<file path="src/rtl/alu_pkg.sv">
// Shared definitions for the ALU add/subtract datapath: operation encoding
// and the legal pipeline-depth check used by addsub_pipe.
package alu_pkg;

    typedef enum logic [1:0] {
        OP_ADD = 2'd0,
        OP_SUB = 2'd1,
        OP_ADC = 2'd2,
        OP_SBC = 2'd3
    } addsub_op_t;

    // Bit s set means STAGES = s is a legal pipeline depth (1, 2, 4, 8).
    localparam logic [15:0] ADDSUB_LEGAL_STAGES_MASK = 16'b0000_0001_0001_0110;

    function automatic logic addsub_stages_legal(input int unsigned s);
        logic [3:0] idx;
        idx = s[3:0];
        return (s >= 1 && s <= 8) ? ADDSUB_LEGAL_STAGES_MASK[idx] : 1'b0;
    endfunction

endpackage

</file>
<file path="src/rtl/addsub_segment.sv">
// One SW-bit slice of the pipelined carry chain; purely combinational,
// the stage registers around it live in addsub_pipe.
module addsub_segment #(
    parameter int SW = 8
) (
    input  logic [SW-1:0] a_i,
    input  logic [SW-1:0] b_i,
    input  logic          c_i,
    output logic [SW-1:0] s_o,
    output logic          c_o
);

    assign {c_o, s_o} = {1'b0, a_i} + {1'b0, b_i} + {{SW{1'b0}}, c_i};

endmodule

</file>
<file path="src/rtl/addsub_pipe.sv">
// Pipelined add/subtract unit with valid/ready on both sides and a global stall.
// Optional macro ADDSUB_SATURATE_EN clamps the result to the signed limit on overflow.
module addsub_pipe
    import alu_pkg::*;
#(
    parameter int WIDTH  = 32,
    parameter int STAGES = 4
) (
    input  logic             clock,
    input  logic             clear,
    input  logic             in_valid,
    output logic             in_ready,
    input  logic [1:0]       op,
    input  logic [WIDTH-1:0] Ra,
    input  logic [WIDTH-1:0] Rb,
    input  logic             cin,
    output logic             out_valid,
    input  logic             out_ready,
    output logic [WIDTH-1:0] sum,
    output logic             cout,
    output logic             overflow,
    output logic             zero,
    output logic             negative
);

    localparam int SW = WIDTH / STAGES;

    if (!addsub_stages_legal(STAGES) || (WIDTH % STAGES) != 0) begin : g_bad_cfg
        $error("addsub_pipe: illegal WIDTH/STAGES combination");
    end

    // Stage k register holds the operands, the finished low sum bits and the
    // carry into segment k; segment k's result moves on to stage k+1.
    logic [STAGES-1:0][WIDTH-1:0] a_q, a_d;
    logic [STAGES-1:0][WIDTH-1:0] b_q, b_d;
    logic [STAGES-1:0][WIDTH-1:0] s_q, s_d;
    logic [STAGES-1:0]            c_q, c_d;
    logic [STAGES-1:0]            v_q, v_d;

    logic [STAGES-1:0][SW-1:0]    seg_s;
    logic [STAGES-1:0]            seg_c;

    logic             out_valid_q, out_valid_d;
    logic [WIDTH-1:0] sum_q, sum_d;
    logic             cout_q, cout_d;
    logic             overflow_q, overflow_d;
    logic             zero_q, zero_d;
    logic             negative_q, negative_d;

    addsub_op_t       op_e;
    logic [WIDTH-1:0] b_in;
    logic             c_in;
    logic [WIDTH-1:0] fin_sum;
    logic [WIDTH-1:0] res;
    logic             a_msb, b_msb, ovf;
    logic             stall;

    assign op_e  = addsub_op_t'(op);
    assign stall = out_valid_q && !out_ready;

    for (genvar gi = 0; gi < STAGES; gi++) begin : g_seg
        addsub_segment #(.SW(SW)) u_seg (
            .a_i (a_q[gi][gi*SW +: SW]),
            .b_i (b_q[gi][gi*SW +: SW]),
            .c_i (c_q[gi]),
            .s_o (seg_s[gi]),
            .c_o (seg_c[gi])
        );
    end

    always_comb begin
        b_in = (op_e == OP_SUB || op_e == OP_SBC) ? ~Rb : Rb;
        case (op_e)
            OP_ADD:  c_in = 1'b0;
            OP_SUB:  c_in = 1'b1;
            default: c_in = cin;
        endcase
    end

    always_comb begin
        a_d = a_q;
        b_d = b_q;
        s_d = s_q;
        c_d = c_q;
        v_d = v_q;

        a_d[0] = Ra;
        b_d[0] = b_in;
        s_d[0] = '0;
        c_d[0] = c_in;
        v_d[0] = in_valid;
        for (int k = 1; k < STAGES; k++) begin
            a_d[k]                  = a_q[k-1];
            b_d[k]                  = b_q[k-1];
            s_d[k]                  = s_q[k-1];
            s_d[k][(k-1)*SW +: SW]  = seg_s[k-1];
            c_d[k]                  = seg_c[k-1];
            v_d[k]                  = v_q[k-1];
        end

        fin_sum                          = s_q[STAGES-1];
        fin_sum[(STAGES-1)*SW +: SW]     = seg_s[STAGES-1];
        a_msb = a_q[STAGES-1][WIDTH-1];
        b_msb = b_q[STAGES-1][WIDTH-1];
        ovf   = (a_msb == b_msb) && (fin_sum[WIDTH-1] != a_msb);

        res = fin_sum;
`ifdef ADDSUB_SATURATE_EN
        if (ovf) begin
            res = a_msb ? {1'b1, {(WIDTH-1){1'b0}}} : {1'b0, {(WIDTH-1){1'b1}}};
        end
`endif

        out_valid_d = v_q[STAGES-1];
        sum_d       = res;
        cout_d      = seg_c[STAGES-1];
        overflow_d  = ovf;
        zero_d      = (res == '0);
        negative_d  = fin_sum[WIDTH-1];
    end

    always_ff @(posedge clock) begin
        if (clear) begin
            a_q         <= '0;
            b_q         <= '0;
            s_q         <= '0;
            c_q         <= '0;
            v_q         <= '0;
            out_valid_q <= 1'b0;
            sum_q       <= '0;
            cout_q      <= 1'b0;
            overflow_q  <= 1'b0;
            zero_q      <= 1'b0;
            negative_q  <= 1'b0;
        end else if (!stall) begin
            a_q         <= a_d;
            b_q         <= b_d;
            s_q         <= s_d;
            c_q         <= c_d;
            v_q         <= v_d;
            out_valid_q <= out_valid_d;
            sum_q       <= sum_d;
            cout_q      <= cout_d;
            overflow_q  <= overflow_d;
            zero_q      <= zero_d;
            negative_q  <= negative_d;
        end
    end

    // The last stage only consumes its own segment and the operand MSBs.
    logic unused_last_stage;
    assign unused_last_stage = ^{a_q[STAGES-1], b_q[STAGES-1], s_q[STAGES-1]};

    assign in_ready  = !stall;
    assign out_valid = out_valid_q;
    assign sum       = sum_q;
    assign cout      = cout_q;
    assign overflow  = overflow_q;
    assign zero      = zero_q;
    assign negative  = negative_q;

endmodule

</file>
<file path="config.mk">
export PLATFORM = sky130hd
export DESIGN_NAME = addsub_pipe
export DESIGN_NICKNAME = d
export VERILOG_FILES = /design/src/rtl/alu_pkg.sv /design/src/rtl/addsub_segment.sv /design/src/rtl/addsub_pipe.sv
export SDC_FILE = /design/constraint.sdc
export NUM_CORES = 1
export LEC_CHECK = 0
export BUFFER_PORTS_ARGS = -buffer_cell sky130_fd_sc_hd__clkbuf_2
export CORE_ASPECT_RATIO = 0.6
export CORE_MARGIN = 2
export CORE_UTILIZATION = 35
export DETAILED_ROUTE_END_ITERATION = 6
export PLACE_DENSITY = 0.62
export SYNTH_ARGS = -nofsm -noshare
export SYNTH_HDL_FRONTEND = slang
export SYNTH_SLANG_ARGS = --single-unit
</file>
<file path="constraint.sdc">
create_clock -name clock -period 3.2 [get_ports clock]
set_input_delay 0.96 -clock clock [delete_from_list [all_inputs] [get_ports clock]]
set_output_delay 0.96 -clock clock [all_outputs]
set_load 0.01 [all_outputs]
</file>
==> results by group <==
Yosys
  • Syn_nets: 1355
  • Synth Flop Type: dfxtp_1
  • Synth top area share: 49.7%
  • Post-synth EDFFs: 0
  • Sequential element share of the synthesized area: 49.7%
  • Mapped cell area: 10100 µm²
  • Top cell type by total area after synthesis: dfxtp_1
  • Mean Syn Cell Area: 8.13 µm²
  • Async SR Flop Fraction: 0%
  • Synth area leaders: dfxtp_1 (50%), nand2_1 (15%), a21oi_1 (10%), xnor2_1 (3.5%), ha_1 (3.5%)
  • Synthesis Warnings: 0
  • Seq cells post-synth: 252
  • Cell count after synthesis: 1248
  • Unique masters post-synth: 39

Timing
  • Clk_skew: 18.9 ps
  • Slew margin rel.: 52.3%
  • Fmax: 0.344 GHz
  • Final Setup Violations: 0
  • Tmin final: 2900 ps
  • Max Slew Vio Count: 0
  • Hold_ws: 450 ps
  • Fin. Hold Viols: 0
  • RSZ-0062 raised after global routing: false
  • Least-Margin Pin Slew: 715 ps
  • Period utilization: 90.8%
  • Fin Setup TNS: 0 ps

Power
  • Pwr dens: 582 nW/µm²
  • Overall Power: 0.00687 W
  • Leakage Power: 4.79 nW
  • Worst IR Drop VDD: 0.405 mV

Cells and area
  • NumNets Final: 1413
  • Area growth, synth to finish: 16.4%
  • Fillers: 2944
  • Diode count: 0
  • Final Util: 41.2%
  • Share of cells above drive strength 1: 12.4%
  • Final Cell Area: 11800 µm²

Flow run
  • Max_cap viols: 0

GRT
  • Number of global-route vias before repair: 7871
  • Overflow after GRT: 0
  • GRT Overall Usage: 15.5%
  • First-pass GRT wire length: 39200 µm
  • Initial antenna violation count: 0
  • Largest net degree at the start of global routing: 168

Status
  • Status: finished, final reports clean

Place
  • Number of port buffers: 108
  • Routability cong.: 0.782
  • DP Area: 11000 µm²
  • Final HPWL DP: 15500 µm

Worst setup path
  • Worst Setup End Kind: flop
  • Crit Path Class: reg -> reg
  • WP data required: 3650 ps
  • Worst setup SP type: flop
  • Critical path data arrival time: 3350 ps
  • Critical-path maximum fanout: 2

Drt
  • Starting DRT DRC Count: 592
  • Post-Route WL: 23200 µm
  • Post-route DRC: 0
  • Post-DR vias/cell: 4.83
  • Drt pass-1 iters: 5
  • Final ANT Viol Nets: 0
  • DR WL/cell: 13.7 µm
  • Vias: 8201

Floorplan
  • Die X: 224 µm
  • Core ar.: 28600 µm²
  • DIE AREA: 30400 µm²
  • Row cnt: 48
  • Starting Density: 35.4%
  • Num ports: 109
  • DIE HEIGHT: 136 µm

Hold path
  • Hold WC Path Type: reg -> reg

Clock network
  • CTS sink count: 252
  • CTS tree: built
  • Clock transition at path regs: 70 ps
  • Post-CTS Setup Bufs: 0
  • Post-CTS sizing: 0
  • Number of buffers created by CTS: 24
  • H-tree Lvls: 1
  • Root buffer cell: clkbuf_16
  • Cts hold-fix bufs: 0
  • CTS Buffer Depth: 3
  • Clk_lat worst skew: 530 ps
-- where the power goes --
part	leakage (nW)	switching (W)	internal, W	total (W)
Clock	0.417	0.00121	0.00178	0.00300
Combinational	2.30	0.000267	0.000219	0.000486
Sequential	2.07	0.0000920	0.00329	0.00339
Total	4.79	0.00157	0.00530	0.00687
-- critical path, cell delays in order (launching register included) --
cell and delay [ps]:
dfxtp_1 320, fa_1 460, fa_1 440, a211o_1 310, o21ai_2 70, xnor2_1 90
or4_1 510, or4b_1 500, a21oi_1 130
-- Yosys cell counts, types with 6 or more instances --
master,number
a21o_1,9
nor3_1,10
ha_1,28
o21ai_0,11
or3_1,10
nor4_1,6
clkbuf_1,83
xnor2_1,41
fa_1,8
o21bai_1,6
a21oi_1,204
inv_1,20
nand3b_1,11
nor2_1,51
a211oi_1,45
xor2_1,7
dfxtp_1,252
nand2_1,398
-- cell families after synthesis --
kind of cell             count (synthesis)  synth area share [%]
adder cells (fa/ha/maj)                 36                  5.03
flip-flops                             252                  49.7
AND/OR/NAND/NOR                        508                  20.4
multiplexers                             4                 0.395
AO/OA/AOI/OAI                          290                  16.2
buffers and inverters                  110                  4.11
XOR/XNOR                                48                  4.14
-- path summary, 6_finish.rpt --
check	from	end	slack [ps]	cells after the start
setup / recovery	a_q[120]$_SDFFE_PP0N_	zero$_SDFFE_PP0N_	300	8
hold / removal	a_d[60]$_SDFFE_PP0N_	a_d[60]$_SDFFE_PP0N_	450	2
setup reg to reg	a_q[120]$_SDFFE_PP0N_	zero$_SDFFE_PP0N_	300	8
hold reg to reg	a_d[60]$_SDFFE_PP0N_	a_d[60]$_SDFFE_PP0N_	450	2
-- metal layers --
| metal | track usage, % | wire length [µm] |
|---|---|---|
| met5 | 0 | 0 |
| met2 | 25.8 | 10700 |
| met4 | 2.59 | 278 |
| met1 | 21.5 | 11400 |
| met3 | 2.92 | 871 |
-- metrics by stage --
| step | setup WS [ps] | instances |
|---|---|---|
| finish | 296 | 1697 |
| detailed placement | 281 | 1655 |
| global route | 179 | 1697 |
| floorplan | 446 | 1248 |
| CTS | 263 | 1697 |
| global placement | 316 | 1655 |
-- sequential cells by signal, indices dropped and copies added, names as in the netlist --
signal / count
a_msb: 1
out_valid: 1
a_d: 72
s_d: 24
b_msb: 1
zero: 1
b_d: 72
c_q: 4
fin_sum: 24
a_q: 7
overflow: 1
v_q: 4
b_q: 7
cout: 1
sum: 32
-- final cells by class --
| class | count | area, µm² | share of cell area, % |
|---|---|---|---|
| clock inverter | 10 | 133 | 1.12 |
| inverter | 21 | 86.3 | 0.731 |
| tap | 375 | 469 | 3.97 |
| multi-input combinational | 886 | 4690 | 39.7 |
| clock buffer | 32 | 702 | 5.94 |
| sequential | 252 | 5040 | 42.7 |
| timing repair buffer | 121 | 684 | 5.80 |
-- cells in the final DEF (no fill, tap or decap), drive strengths merged, types with 2 or more instances in the layout --
master,Yosys,layout
nand2,398,398
dfxtp,252,252
a21oi,204,204
clkbuf,83,140
nor2,51,51
a211oi,45,45
xnor2,41,41
ha,28,28
inv,20,22
buf,6,13
o21ai,12,12
nand3b,11,11
nor3,10,10
or3,10,10
a21o,9,9
fa,8,8
xor2,7,7
o21bai,6,6
nor4,6,6
clkinv,1,6
nor3b,5,5
mux2i,4,4
nand3,4,4
a311oi,4,4
nor2b,4,4
o22ai,3,3
o211ai,3,3
bufinv,0,3
nand2b,2,2
and2,2,2
nand4,2,2
(Power assumes the default switching activity.)
